$ cat src/rtl/rng_sampler_pkg.sv
// Shared types and helpers for the bounded random sampler: FSM state encoding,
// default word width and the bound-to-mask smear used by the rejection sampler.
package rng_sampler_pkg;

  localparam int DEF_DATA_W = 32;

  typedef enum logic {
    FILL = 1'b0,
    WAIT = 1'b1
  } state_e;

  // Smallest all-ones mask covering bound-1; a bound of 0 selects the full range.
  function automatic logic [DEF_DATA_W-1:0] mask_from_bound(input logic [DEF_DATA_W-1:0] bound);
    logic [DEF_DATA_W-1:0] v;
    if (bound == '0) begin
      return '1;
    end
    v = bound - DEF_DATA_W'(1);
    for (int s = 1; s < DEF_DATA_W; s = s * 2) begin
      v = v | (v >> s);
    end
    return v;
  endfunction

endpackage

$ cat src/rtl/rng_sample_fifo.sv
// First-word-fall-through circular buffer holding accepted samples.
// Flush empties the buffer; a pop in the same cycle still delivers the old head.
module rng_sample_fifo #(
  parameter int DATA_W = 32,
  parameter int DEPTH  = 4
) (
  input  logic                     clk,
  input  logic                     rst,
  input  logic                     i_push,
  input  logic [DATA_W-1:0]        i_push_data,
  input  logic                     i_pop,
  input  logic                     i_flush,
  output logic [DATA_W-1:0]        o_data,
  output logic                     o_valid,
  output logic                     o_full,
  output logic [$clog2(DEPTH):0]   o_level
);

  localparam int PTR_W = $clog2(DEPTH);
  localparam int LVL_W = PTR_W + 1;

  logic [DATA_W-1:0] r_mem [DEPTH];
  logic [PTR_W-1:0]  r_wr_ptr;
  logic [PTR_W-1:0]  r_rd_ptr;
  logic [LVL_W-1:0]  r_level;

  logic w_empty;
  logic w_do_push;
  logic w_do_pop;

  assign w_empty   = (r_level == '0);
  assign o_full    = (r_level == LVL_W'(DEPTH));
  assign w_do_push = i_push && !o_full;
  assign w_do_pop  = i_pop && !w_empty;

  // NOTE: sequential state uses non-blocking assignments so every register
  // samples the pre-edge values of its neighbours.
  always_ff @(posedge clk) begin
    if (rst) begin
      r_wr_ptr <= '0;
      r_rd_ptr <= '0;
      r_level  <= '0;
    end else if (i_flush) begin
      r_wr_ptr <= '0;
      r_rd_ptr <= '0;
      r_level  <= '0;
    end else begin
      if (w_do_push) begin
        r_wr_ptr <= r_wr_ptr + PTR_W'(1);
      end
      if (w_do_pop) begin
        r_rd_ptr <= r_rd_ptr + PTR_W'(1);
      end
      case ({w_do_push, w_do_pop})
        2'b10:   r_level <= r_level + LVL_W'(1);
        2'b01:   r_level <= r_level - LVL_W'(1);
        default: r_level <= r_level;
      endcase
    end
  end

  // NOTE: the storage array has no reset; occupancy is tracked by r_level and
  // an empty buffer drives zero, so stale contents are never visible.
  always_ff @(posedge clk) begin
    if (w_do_push) begin
      r_mem[r_wr_ptr] <= i_push_data;
    end
  end

  assign o_valid = !w_empty;
  assign o_data  = w_empty ? '0 : r_mem[r_rd_ptr];
  assign o_level = r_level;

endmodule

$ cat src/rtl/rng_range_sampler.sv
// Mask-and-reject sampler turning generator words into uniform values in [0, bound),
// prefetched into a FWFT FIFO. Define RANGE_SAMPLER_STATS_EN to build the reject counter.
module rng_range_sampler
  import rng_sampler_pkg::*;
#(
  parameter int FIFO_DEPTH = 4,
  parameter int DATA_W     = DEF_DATA_W
) (
  input  logic                          clk,
  input  logic                          rst,
  input  logic [DATA_W-1:0]             rnd_i,
  input  logic                          rnd_valid_i,
  output logic                          rnd_next_o,
  input  logic [DATA_W-1:0]             bound_i,
  input  logic                          bound_we_i,
  output logic [DATA_W-1:0]             out_data_o,
  output logic                          out_valid_o,
  input  logic                          out_ready_i,
  output logic [$clog2(FIFO_DEPTH):0]   level_o,
  output logic [15:0]                   reject_cnt_o
);

  state_e            r_state;
  state_e            w_state_nxt;
  logic [DATA_W-1:0] r_bound;
  logic [DATA_W-1:0] r_mask;

  logic              w_fifo_full;
  logic              w_fire;
  logic [DATA_W-1:0] w_cand;
  logic              w_accept;
  logic              w_push;

  assign w_fire   = !rst && (r_state == FILL) && rnd_valid_i && !w_fifo_full;
  assign w_cand   = rnd_i & r_mask;
  assign w_accept = (r_bound == '0) || (w_cand < r_bound);
  // A sample in flight when the bound changes is discarded with the flush.
  assign w_push   = w_fire && w_accept && !bound_we_i;

  assign rnd_next_o = w_fire;

  always_ff @(posedge clk) begin
    if (rst) begin
      r_state <= FILL;
    end else begin
      r_state <= w_state_nxt;
    end
  end

  // NOTE: combinational blocks assign a default first so no path leaves the
  // output unassigned, which would otherwise infer a latch.
  always_comb begin
    w_state_nxt = r_state;
    case (r_state)
      FILL:    if (w_fire) w_state_nxt = WAIT;
      WAIT:    w_state_nxt = FILL;
      default: w_state_nxt = FILL;
    endcase
    if (bound_we_i) begin
      w_state_nxt = FILL;
    end
  end

  always_ff @(posedge clk) begin
    if (rst) begin
      r_bound <= '0;
      r_mask  <= '1;
    end else if (bound_we_i) begin
      r_bound <= bound_i;
      r_mask  <= DATA_W'(mask_from_bound(DEF_DATA_W'(bound_i)));
    end
  end

  rng_sample_fifo #(
    .DATA_W (DATA_W),
    .DEPTH  (FIFO_DEPTH)
  ) u_fifo (
    .clk         (clk),
    .rst         (rst),
    .i_push      (w_push),
    .i_push_data (w_cand),
    .i_pop       (out_ready_i),
    .i_flush     (bound_we_i),
    .o_data      (out_data_o),
    .o_valid     (out_valid_o),
    .o_full      (w_fifo_full),
    .o_level     (level_o)
  );

`ifdef RANGE_SAMPLER_STATS_EN
  logic        w_reject;
  logic [15:0] r_reject_cnt;

  assign w_reject = w_fire && !w_accept && !bound_we_i;

  always_ff @(posedge clk) begin
    if (rst || bound_we_i) begin
      r_reject_cnt <= '0;
    end else if (w_reject && (r_reject_cnt != 16'hFFFF)) begin
      r_reject_cnt <= r_reject_cnt + 16'd1;
    end
  end

  assign reject_cnt_o = r_reject_cnt;
`else
  assign reject_cnt_o = 16'h0;
`endif

endmodule

$ cat config.mk
export PLATFORM = sky130hd
export DESIGN_NAME = rng_range_sampler
export DESIGN_NICKNAME = d
export VERILOG_FILES = /design/src/rtl/rng_sampler_pkg.sv /design/src/rtl/rng_sample_fifo.sv /design/src/rtl/rng_range_sampler.sv
export SDC_FILE = /design/constraint.sdc
export NUM_CORES = 1
export LEC_CHECK = 0
export ABC_AREA = 1
export ABC_CLOCK_PERIOD_IN_PS = 4400
export CAP_MARGIN = 20
export CORE_MARGIN = 5
export CORE_UTILIZATION = 58
export CTS_BUF_LIST = sky130_fd_sc_hd__clkbuf_2 sky130_fd_sc_hd__clkbuf_4 sky130_fd_sc_hd__clkbuf_8
export CTS_CLUSTER_SIZE = 8
export DETAILED_ROUTE_END_ITERATION = 8
export GPL_TIMING_DRIVEN = 0
export PLACE_DENSITY = 0.88
export SYNTH_ARGS = -nofsm -noshare
export SYNTH_HDL_FRONTEND = slang
export SYNTH_SLANG_ARGS = --single-unit
export TNS_END_PERCENT = 100
$ cat constraint.sdc
create_clock -name clk -period 4.4 [get_ports clk]
set_input_delay 0.88 -clock clk [delete_from_list [all_inputs] [get_ports clk]]
set_output_delay 0.88 -clock clk [all_outputs]
set_load 0.05 [all_outputs]
==> results of run 1 <==
-- cells in the mapped netlist (26+ instances only) --
cell                       number
sky130_fd_sc_hd__inv_1        170
sky130_fd_sc_hd__nor2_1       240
sky130_fd_sc_hd__nand3_1       49
sky130_fd_sc_hd__clkbuf_1      27
sky130_fd_sc_hd__dfxtp_1       74
sky130_fd_sc_hd__o22ai_1       35
sky130_fd_sc_hd__edfxtp_1     128
sky130_fd_sc_hd__a21oi_1       61
sky130_fd_sc_hd__ha_1          39
sky130_fd_sc_hd__nand2_1      205
sky130_fd_sc_hd__nand4_1       26
sky130_fd_sc_hd__o21ai_0       83
-- layout by cell type (no fill, tap or decap), types with 2 or more instances in the layout --
cell | netlist | routed
sky130_fd_sc_hd__nor2_1 | 240 | 236
sky130_fd_sc_hd__nand2_1 | 205 | 205
sky130_fd_sc_hd__inv_1 | 170 | 170
sky130_fd_sc_hd__edfxtp_1 | 128 | 128
sky130_fd_sc_hd__clkdlybuf4s50_1 | 0 | 104
sky130_fd_sc_hd__o21ai_0 | 83 | 83
sky130_fd_sc_hd__dfxtp_1 | 74 | 74
sky130_fd_sc_hd__a21oi_1 | 61 | 61
sky130_fd_sc_hd__nand3_1 | 49 | 49
sky130_fd_sc_hd__ha_1 | 39 | 39
sky130_fd_sc_hd__o22ai_1 | 35 | 35
sky130_fd_sc_hd__clkbuf_8 | 0 | 33
sky130_fd_sc_hd__clkbuf_1 | 27 | 27
sky130_fd_sc_hd__nand4_1 | 26 | 26
sky130_fd_sc_hd__clkbuf_4 | 0 | 21
sky130_fd_sc_hd__nor2_2 | 16 | 16
sky130_fd_sc_hd__buf_4 | 16 | 16
sky130_fd_sc_hd__conb_1 | 1 | 16
sky130_fd_sc_hd__nor2_4 | 10 | 14
sky130_fd_sc_hd__nor3_1 | 13 | 13
sky130_fd_sc_hd__nand2_2 | 13 | 13
sky130_fd_sc_hd__o21ai_1 | 7 | 7
sky130_fd_sc_hd__buf_1 | 6 | 6
sky130_fd_sc_hd__nor4_1 | 5 | 5
sky130_fd_sc_hd__xor2_1 | 4 | 4
sky130_fd_sc_hd__inv_2 | 3 | 3
sky130_fd_sc_hd__o21ai_2 | 3 | 3
sky130_fd_sc_hd__nand3b_1 | 3 | 3
sky130_fd_sc_hd__or2_2 | 3 | 3
sky130_fd_sc_hd__buf_12 | 0 | 3
sky130_fd_sc_hd__a31oi_1 | 2 | 2
-- cells by family after synthesis --
kind of cell | count (synthesis) | share of synthesized area
AOI/OAI and AO/OA | 195 | 0.100
buffers and inverters | 225 | 0.0877
DFF | 202 | 0.511
and+or+nand+nor | 588 | 0.248
xor gates and xnor gates | 4 | 0.00336
adders and majority gates | 40 | 0.0488
other | 1 | 0.000360
-- power by group through the flow --
stage / Combinational (mW) / Sequential [mW] / Clock [mW]
after floorplan: 0.313 / 2.10 / 0
after CTS: 0.513 / 2.06 / 1.52
final: 0.522 / 2.06 / 1.52
after detailed placement: 0.503 / 2.10 / 0
after global placement: 0.486 / 2.10 / 0
after global routing: 0.564 / 2.06 / 1.60
-- layer usage --
layer | global-route usage | up-vias | part of all wire
li1 | - | 4427 | -
met1 | 0.354 | 4289 | 0.39
met2 | 0.502 | 439 | 0.49
met3 | 0.0235 | 97 | 0.068
met4 | 0.136 | 0 | 0.053
met5 | 0 | - | 0
-- per-stage QoR --
step	worst slack [ns]	instances	cell area (um^2)	hold slack, ns
floorplan	0.550	1270	10500	0.431
global placement	-1.13	1603	11800	0.447
detailed placement	0.135	1606	11900	0.455
CTS	0.333	1660	12500	0.472
global route	0.168	1660	12500	0.496
finish	0.301	1660	12500	0.476
-- flip-flops by register name, summed over array words and instances, names as in the netlist, named ones only --
signal / flops
u_fifo.o_level: 3
r_mask: 32
r_state: 1
u_fifo.r_rd_ptr: 2
r_bound: 32
u_fifo.r_wr_ptr: 2
u_fifo.r_mem: 128
-- worst reg2reg max path, cell delays in order, from the launching register on --
cell and delay, ns:
sky130_fd_sc_hd__dfxtp_1 0.31, sky130_fd_sc_hd__nand2_1 0.05, sky130_fd_sc_hd__inv_1 0.12, sky130_fd_sc_hd__ha_1 0.41
sky130_fd_sc_hd__nand2_1 0.12, sky130_fd_sc_hd__inv_1 0.07, sky130_fd_sc_hd__nand3_1 0.09, sky130_fd_sc_hd__a31oi_1 0.20
sky130_fd_sc_hd__nor2_1 0.07, sky130_fd_sc_hd__nand2_1 0.10, sky130_fd_sc_hd__nand2_1 0.06, sky130_fd_sc_hd__nand2_1 0.05
sky130_fd_sc_hd__nand2_1 0.10, sky130_fd_sc_hd__nand2_1 0.40, sky130_fd_sc_hd__ha_1 0.25, sky130_fd_sc_hd__inv_1 0.07
sky130_fd_sc_hd__fa_1 0.38, sky130_fd_sc_hd__a21oi_1 0.14, sky130_fd_sc_hd__o21ai_0 0.12, sky130_fd_sc_hd__o21ai_0 0.16
sky130_fd_sc_hd__a21oi_1 0.06
-- final timing paths --
check	slack, ns	depth (start not counted)	end
setup / recovery	0.30	4	out_data_o[23]
hold / removal	0.48	2	r_mask[0]
setup reg to reg	0.94	20	u_fifo.o_level[2]
hold reg to reg	0.48	2	r_mask[0]
-- cell type report --
| class | count | area (um^2) | area share |
|---|---|---|---|
| Tap cell | 229 | 287 | 0.0229 |
| Clock buffer | 54 | 612 | 0.0490 |
| Sequential cell | 202 | 5330 | 0.426 |
| Timing Repair Buffer | 107 | 1100 | 0.0881 |
| Buffer | 51 | 260 | 0.0208 |
| Multi-Input combinational cell | 843 | 4260 | 0.341 |
| Inverter | 174 | 653 | 0.0523 |
==> qor_table.md, run 1 <==
| Stage | Parameter | Value |
|---|---|---|
| yosys | Synthesized flop and latch total | 202 |
| setup path | R2R Path Start | r_mask[15] |
| sta | Final hold viol count | 0 |
| placed design | Estimated wirelength of the detail-placed design | 22200 um |
| power and ir drop | Net switching share of the total power | 0.249 |
| clock tree | CTS root buffer | sky130_fd_sc_hd__clkbuf_8 |
| detailed routing | Via count | 9252 |
| grt | Largest net degree at the start of global routing | 33 |
| setup path | Startpoint of the most critical setup path | u_fifo.o_level[0] |
| setup path | Worst Path Buf+Inv | 2 |
| placed design | Routability congestion estimate from global placement | 0.965 |
| detailed routing | Post-route antenna net violation count | 0 |
| clock tree | Setup repair bufs after CTS | 0 |
| power and ir drop | Total power of the final layout | 4.11 mW |
| clock tree | H-Tree Level Count | 1 |
| hold path | Worst Min Path Start | r_mask[0] |
| grt | GR Util All Layers | 0.284 |
| hold path | Worst hold path class | reg -> reg |
| detailed routing | Starting DRC count in detailed routing | 895 |
| yosys | Synthesized area per cell | 8.30 um^2 |
| clock tree | Clock sink count | 202 |
| grt | Initial antenna violation count | 0 |
| die | Num rows | 49 |
| setup path | Kind of end point of the critical path | output port |
| yosys | Cell count after synthesis | 1255 |
| sta | Pins over their slew limit | 0 |
| sta | Upper clock frequency limit | 0.244 GHz |
| clock tree | Resized Gates After CTS | 0 |
| yosys | Post-Synthesis Cell Area | 0.0104 mm^2 |
| setup path | Ordered list of cells on the worst path | nor3_1 -> clkbuf_1 -> a21oi_1 -> clkdlybuf4s50_1 |
| finish | Layout cell share with drive strength beyond 1 | 0.0922 |
| power and ir drop | Reg power frac | 0.502 |
| power and ir drop | Clock network fraction of design power | 0.371 |
| setup path | Peak per-stage delay on the critical path | 0.87 ns |
| yosys | Top cell type by total area after synthesis | sky130_fd_sc_hd__edfxtp_1 |
| power and ir drop | Worst vdd rail ir drop | 0.187 mV |
| yosys | Sequential area share after synthesis | 0.511 |
| die | Initial cell density of the core | 0.584 |
| yosys | Yosys warnings | 0 |
| die | Die width | 144 um |
| die | Y dimension of the die | 144 um |
| die | Placeable core area | 0.0178 mm^2 |
| power and ir drop | Leakage dissipation | 5.02 nW |
| grt | Vias in the first global route | 8963 |
| setup path | Critical path type | reg -> out |
| yosys | EDFF count, synth | 128 |
| clock tree | Max Buffers Root-to-Sink | 3 |
| setup path | Library cell contributing the largest single delay on the critical path | sky130_fd_sc_hd__nor3_1 |
| finish | Fill count | 1336 |
| grt | Global-route wire length before repair | 45900 um |
| yosys | Post-synthesis cell type count | 40 |
| yosys | Predominant post-synthesis flop cell | sky130_fd_sc_hd__edfxtp_1 |
| yosys | Biggest area contributors in the synthesized netlist | sky130_fd_sc_hd__edfxtp_1, sky130_fd_sc_hd__dfxtp_1, sky130_fd_sc_hd__nor2_1 |
| power and ir drop | Power density relative to cell area | 328 mW/mm^2 |
| detailed routing | DRC violations left | 0 |
| setup path | Dominant delay contributor by cell family on the critical path | buffers and inverters |
| sta | Final clock period utilization by the worst path | 0.932 |
| finish | Post-layout nets | 1518 |
| detailed routing | Drt pass-1 iters | 6 |
| finish | Antenna fix cells | 0 |
| grt | Grt ovf | 0 |
| clock tree | TritonCTS clock tree | done |
| detailed routing | Detailed-route vias per instance | 5.57 |
| detailed routing | Average detailed-routed wire length per instance | 18.0 um |
| placed design | Quantity of I/O buffers inserted on ports | 104 |
| clock tree | Hold Buf Count CTS | 0 |
| finish | Layout overhead on the synthesized area | 20.0% |
| sta | Unrepaired setup endpoints after global routing | false |
| clock tree | Clk Latency, worst-skew pair | 0.55 ns |
| yosys | Top cell type's share of synthesized area | 0.369 |
| finish | Final core area utilization | 0.700 |
| power and ir drop | Cell-internal power | 3.08 mW |
| setup path | Crit path DAT | 3.22 ns |
| run | Reported max-cap violation count | 0 |
| yosys | Post-synthesis async set-or-reset flop share | 0 |
| sta | Setup-failing EPs final | 0 |
| sta | Aggregate negative setup slack | 0 ns |
| clock tree | Clock-pin slew on the worst setup and hold paths | 0.06 ns |
| setup path | Highest fanout seen on the critical path | 10 |
| die | Die Area | 0.0207 mm^2 |
| die | Top Ports | 122 |
| power and ir drop | Share of total power in combinational logic | 0.127 |
| setup path | Type of origin of the critical path | flop |
| clock tree | Num CTS Buffers | 30 |
| sta | Final critical delay including setup and external delays | 4.10 ns |
| setup path | Data required, critical path | 3.52 ns |
| power and ir drop | Reported net switching power | 1.02 mW |
| sta | Clock tree skew after final layout | 0.0190 ns |
| status | Result of the run | complete, no violations |
| detailed routing | Total routed wirelength | 29900 um |
| sta | Max-slew headroom at the worst pin | 0.290 |
| sta | Worst Tran Pin Value | 1.06 ns |
Power figures use the tool's default switching activity.
==> inputs of run 2 (changes only) <==
--- a/config.mk
+++ b/config.mk
@@ -6,7 +6,6 @@
 export NUM_CORES = 1
 export LEC_CHECK = 0
 export ABC_AREA = 1
-export ABC_CLOCK_PERIOD_IN_PS = 4400
 export CAP_MARGIN = 20
 export CORE_MARGIN = 5
 export CORE_UTILIZATION = 58
==> results of run 2 <==
The final DEF is identical to that of run 1; final timing and power are the same.
==> inputs of run 3 (changes only) <==
--- a/config.mk
+++ b/config.mk
@@ -8,12 +8,13 @@
 export ABC_AREA = 1
 export CAP_MARGIN = 20
 export CORE_MARGIN = 5
-export CORE_UTILIZATION = 58
+export CORE_UTILIZATION = 64
 export CTS_BUF_LIST = sky130_fd_sc_hd__clkbuf_2 sky130_fd_sc_hd__clkbuf_4 sky130_fd_sc_hd__clkbuf_8
 export CTS_CLUSTER_SIZE = 8
 export DETAILED_ROUTE_END_ITERATION = 8
+export DONT_BUFFER_PORTS = 1
 export GPL_TIMING_DRIVEN = 0
-export PLACE_DENSITY = 0.88
+export PLACE_DENSITY = 0.86
 export SYNTH_ARGS = -nofsm -noshare
 export SYNTH_HDL_FRONTEND = slang
 export SYNTH_SLANG_ARGS = --single-unit
==> run 3 against run 2 <==
Effect of this change: count of clock-buffer cells in the layout decreased by 1; total power increased by 3.0%; global-route usage increased by 2.2 points; design area decreased by 7.3%; clock skew increased by 0.0093 ns; core utilization increased by 2.6 points; via count decreased by 2.8%; sequential share of layout area increased by 3.4 points; combinational power decreased by 19%; non-clock buffer count decreased by 101; clock power increased by 14%; final cell count decreased by 6.4%; critical endpoint is now out_data_o[1].
==> qor_table.md, run 3 (synthesis gave the netlist of run 1 again) <==
| Stage | Parameter | Value | Change |
|---|---|---|---|
| run | Reported max-cap violation count | 0 | unchanged |
| placed design | Quantity of I/O buffers inserted on ports | 0 | -100% |
| grt | Vias in the first global route | 8768 | -2.2% |
| finish | Final core area utilization | 0.727 | +0.0263 |
| clock tree | H-Tree Level Count | 2 | +1 |
| sta | Aggregate negative setup slack | 0 ns | unchanged |
| detailed routing | Starting DRC count in detailed routing | 972 | +8.6% |
| finish | Flip-flop count of the largest register, all copies and words added | 128 | unchanged |
| grt | Grt ovf | 0 | unchanged |
| detailed routing | Total routed wirelength | 29100 um | -2.6% |
| status | Result of the run | complete, no violations |  |
| power and ir drop | Worst vdd rail ir drop | 0.221 mV | +18% |
| clock tree | Clock-pin slew on the worst setup and hold paths | 0.06 ns | about the same |
| finish | Layout overhead on the synthesized area | 11.3% |  |
| die | Num rows | 46 | -6.1% |
| sta | Pins over their slew limit | 0 | unchanged |
| detailed routing | Via count | 8992 | -2.8% |
| setup path | Kind of end point of the critical path | output port |  |
| hold path | Worst hold path class | reg -> reg |  |
| die | Top Ports | 122 | unchanged |
| sta | Final hold viol count | 0 | unchanged |
| sta | Clock tree skew after final layout | 0.0282 ns | +0.00925 ns |
| sta | Final clock period utilization by the worst path | 0.895 | -0.0364 |
| setup path | Depth of the worst register-to-register path | 20 | unchanged |
| detailed routing | Drt pass-1 iters | 8 | +2 |
| sta | Upper clock frequency limit | 0.254 GHz | +4.1% |
| clock tree | Setup repair bufs after CTS | 0 | unchanged |
| power and ir drop | Leakage dissipation | 4.70 nW | -6.4% |
| clock tree | Clk Latency, worst-skew pair | 0.51 ns | -0.04 ns |
| setup path | Data required, critical path | 3.52 ns | about the same |
| sta | Max-slew headroom at the worst pin | 0.215 | -0.0744 |
| setup path | Endpoint of the worst setup timing path | out_data_o[1] |  |
| finish | Layout cell share with drive strength beyond 1 | 0.106 | +0.0133 |
| grt | Largest net degree at the start of global routing | 31 | -6.1% |
| die | Die Area | 0.0189 mm^2 | -8.7% |
| setup path | Crit path DAT | 3.06 ns | -0.16 ns |
| clock tree | TritonCTS clock tree | done |  |
| power and ir drop | Total power of the final layout | 4.23 mW | +3.0% |
| clock tree | Max Buffers Root-to-Sink | 3 | unchanged |
| placed design | Area post-placement | 0.0109 mm^2 | -8.6% |
| setup path | Register-to-Register Setup Slack | 1.05 ns | +0.11 ns |
| setup path | R2R Path Start | r_mask[14] |  |
| die | Y dimension of the die | 138 um | -4.5% |
| die | Die width | 138 um | -4.5% |
| sta | Unrepaired setup endpoints after global routing | false |  |
| setup path | Critical path type | reg -> out |  |
| finish | Final Non-Filler Cells | 1553 | -6.4% |
| detailed routing | Post-route antenna net violation count | 0 | unchanged |
| clock tree | Hold Buf Count CTS | 0 | unchanged |
| finish | Register with the most flip-flops | u_fifo.r_mem |  |
| setup path | Type of origin of the critical path | flop |  |
| clock tree | CTS root buffer | sky130_fd_sc_hd__clkbuf_8 |  |
| sta | Worst Tran Pin Value | 1.18 ns | +0.123 ns |
| clock tree | Clock sink count | 202 | unchanged |
| detailed routing | DRC violations left | 0 | unchanged |
| detailed routing | Average detailed-routed wire length per instance | 18.8 um | +4.1% |
| grt | Global-route wire length before repair | 44300 um | -3.5% |
| clock tree | Resized Gates After CTS | 0 | unchanged |
| placed design | Routability congestion estimate from global placement | 1.06 | +10% |
| sta | Final critical delay including setup and external delays | 3.94 ns | -0.160 ns |
| finish | Commonest non-fill, non-tap cells in the layout | sky130_fd_sc_hd__nor2_1, sky130_fd_sc_hd__nand2_1, sky130_fd_sc_hd__inv_1 |  |
| setup path | Highest fanout seen on the critical path | 10 | unchanged |
| clock tree | Num CTS Buffers | 34 | +13% |
| finish | Post-layout nets | 1421 | -6.4% |
| detailed routing | Detailed-route vias per instance | 5.79 | +3.9% |
| finish | Most common cell after layout, fill and taps aside | sky130_fd_sc_hd__nor2_1 |  |
| finish | Registers with the highest flip-flop counts | u_fifo.r_mem x128, r_bound x32, r_mask x32 |  |
| grt | Initial antenna violation count | 1 | +1 |
| die | Initial cell density of the core | 0.653 | +0.0695 |
| sta | Setup-failing EPs final | 0 | unchanged |
| finish | Final design instance area without fill | 0.0116 mm^2 | -7.3% |
| setup path | Crit Reg-Reg Endpoint | u_fifo.o_level[2] |  |
| grt | GR Util All Layers | 0.306 | +0.0218 |
| die | Placeable core area | 0.0159 mm^2 | -11% |
| placed design | Placed cell count | 1491 | -7.2% |
| placed design | Estimated wirelength of the detail-placed design | 21000 um | -5.8% |
| power and ir drop | Power density relative to cell area | 365 mW/mm^2 | +11% |
| finish | Fill count | 1182 | -12% |
## run 3: changes by cell type in the layout (fill, tap and decap cells not counted), moves of 2 or more
cell	change
sky130_fd_sc_hd__clkinv_2	+2
sky130_fd_sc_hd__inv_6	+2
sky130_fd_sc_hd__clkbuf_8	+3
sky130_fd_sc_hd__bufinv_16	+2
sky130_fd_sc_hd__clkbuf_4	-3
sky130_fd_sc_hd__clkdlybuf4s50_1	-104
## run 3: critical path, stage by stage, from the launching register on
cell	delay (ns)
sky130_fd_sc_hd__dfxtp_1	0.35
sky130_fd_sc_hd__clkbuf_1	0.42
sky130_fd_sc_hd__clkbuf_1	0.49
sky130_fd_sc_hd__nor2_1	0.10
sky130_fd_sc_hd__nor2_1	0.14
sky130_fd_sc_hd__o21ai_0	0.13
sky130_fd_sc_hd__a21oi_1	0.93
## run 3: worst min-delay path by stage
stage / startpoint / to / slack, ns / cells past startpoint
CTS: r_mask[22] / r_mask[22] / 0.47 / 2
global route: rst / r_mask[31] / 0.47 / 2
floorplan: r_mask[15] / r_mask[15] / 0.43 / 2
global placement: r_mask[22] / r_mask[22] / 0.45 / 2
finish: r_mask[31] / r_mask[31] / 0.47 / 2
detailed placement: r_mask[22] / r_mask[22] / 0.45 / 2
## run 3: stage by stage
step	worst slack, ns	hold slack, ns
final	0.461	0.468
after global routing	0.313	0.470
after CTS	0.411	0.465
after detailed placement	0.596	0.447
after global placement	-0.874	0.446
after floorplan	0.550	0.431
## run 3: layout make-up
| class | instances | area, um^2 | share of cell area |
|---|---|---|---|
| sequential | 202 | 5330 | 0.460 |
| multi-input combinational | 843 | 4270 | 0.368 |
| inverter | 174 | 653 | 0.0564 |
| clock buffer | 53 | 617 | 0.0532 |
| tap | 216 | 270 | 0.0233 |
| buffer | 51 | 260 | 0.0225 |
| timing repair buffer | 6 | 101 | 0.00875 |
| clock inverter | 7 | 91.3 | 0.00788 |
| antenna | 1 | 2.50 | 0.000216 |
## run 3: layer usage
metal	GRT usage	up-vias	share of wire
met5	0	-	0
met4	0.159	0	0.053
met3	0.0617	110	0.11
met2	0.509	531	0.48
met1	0.378	4127	0.36
li1	-	4224	-
## run 3: report_power, final
part	leakage (nW)	switching (mW)	internal, mW	total, mW
Combinational	2.56	0.311	0.112	0.423
Sequential	1.76	0.0150	2.05	2.06
Clock	0.381	0.729	1.01	1.74
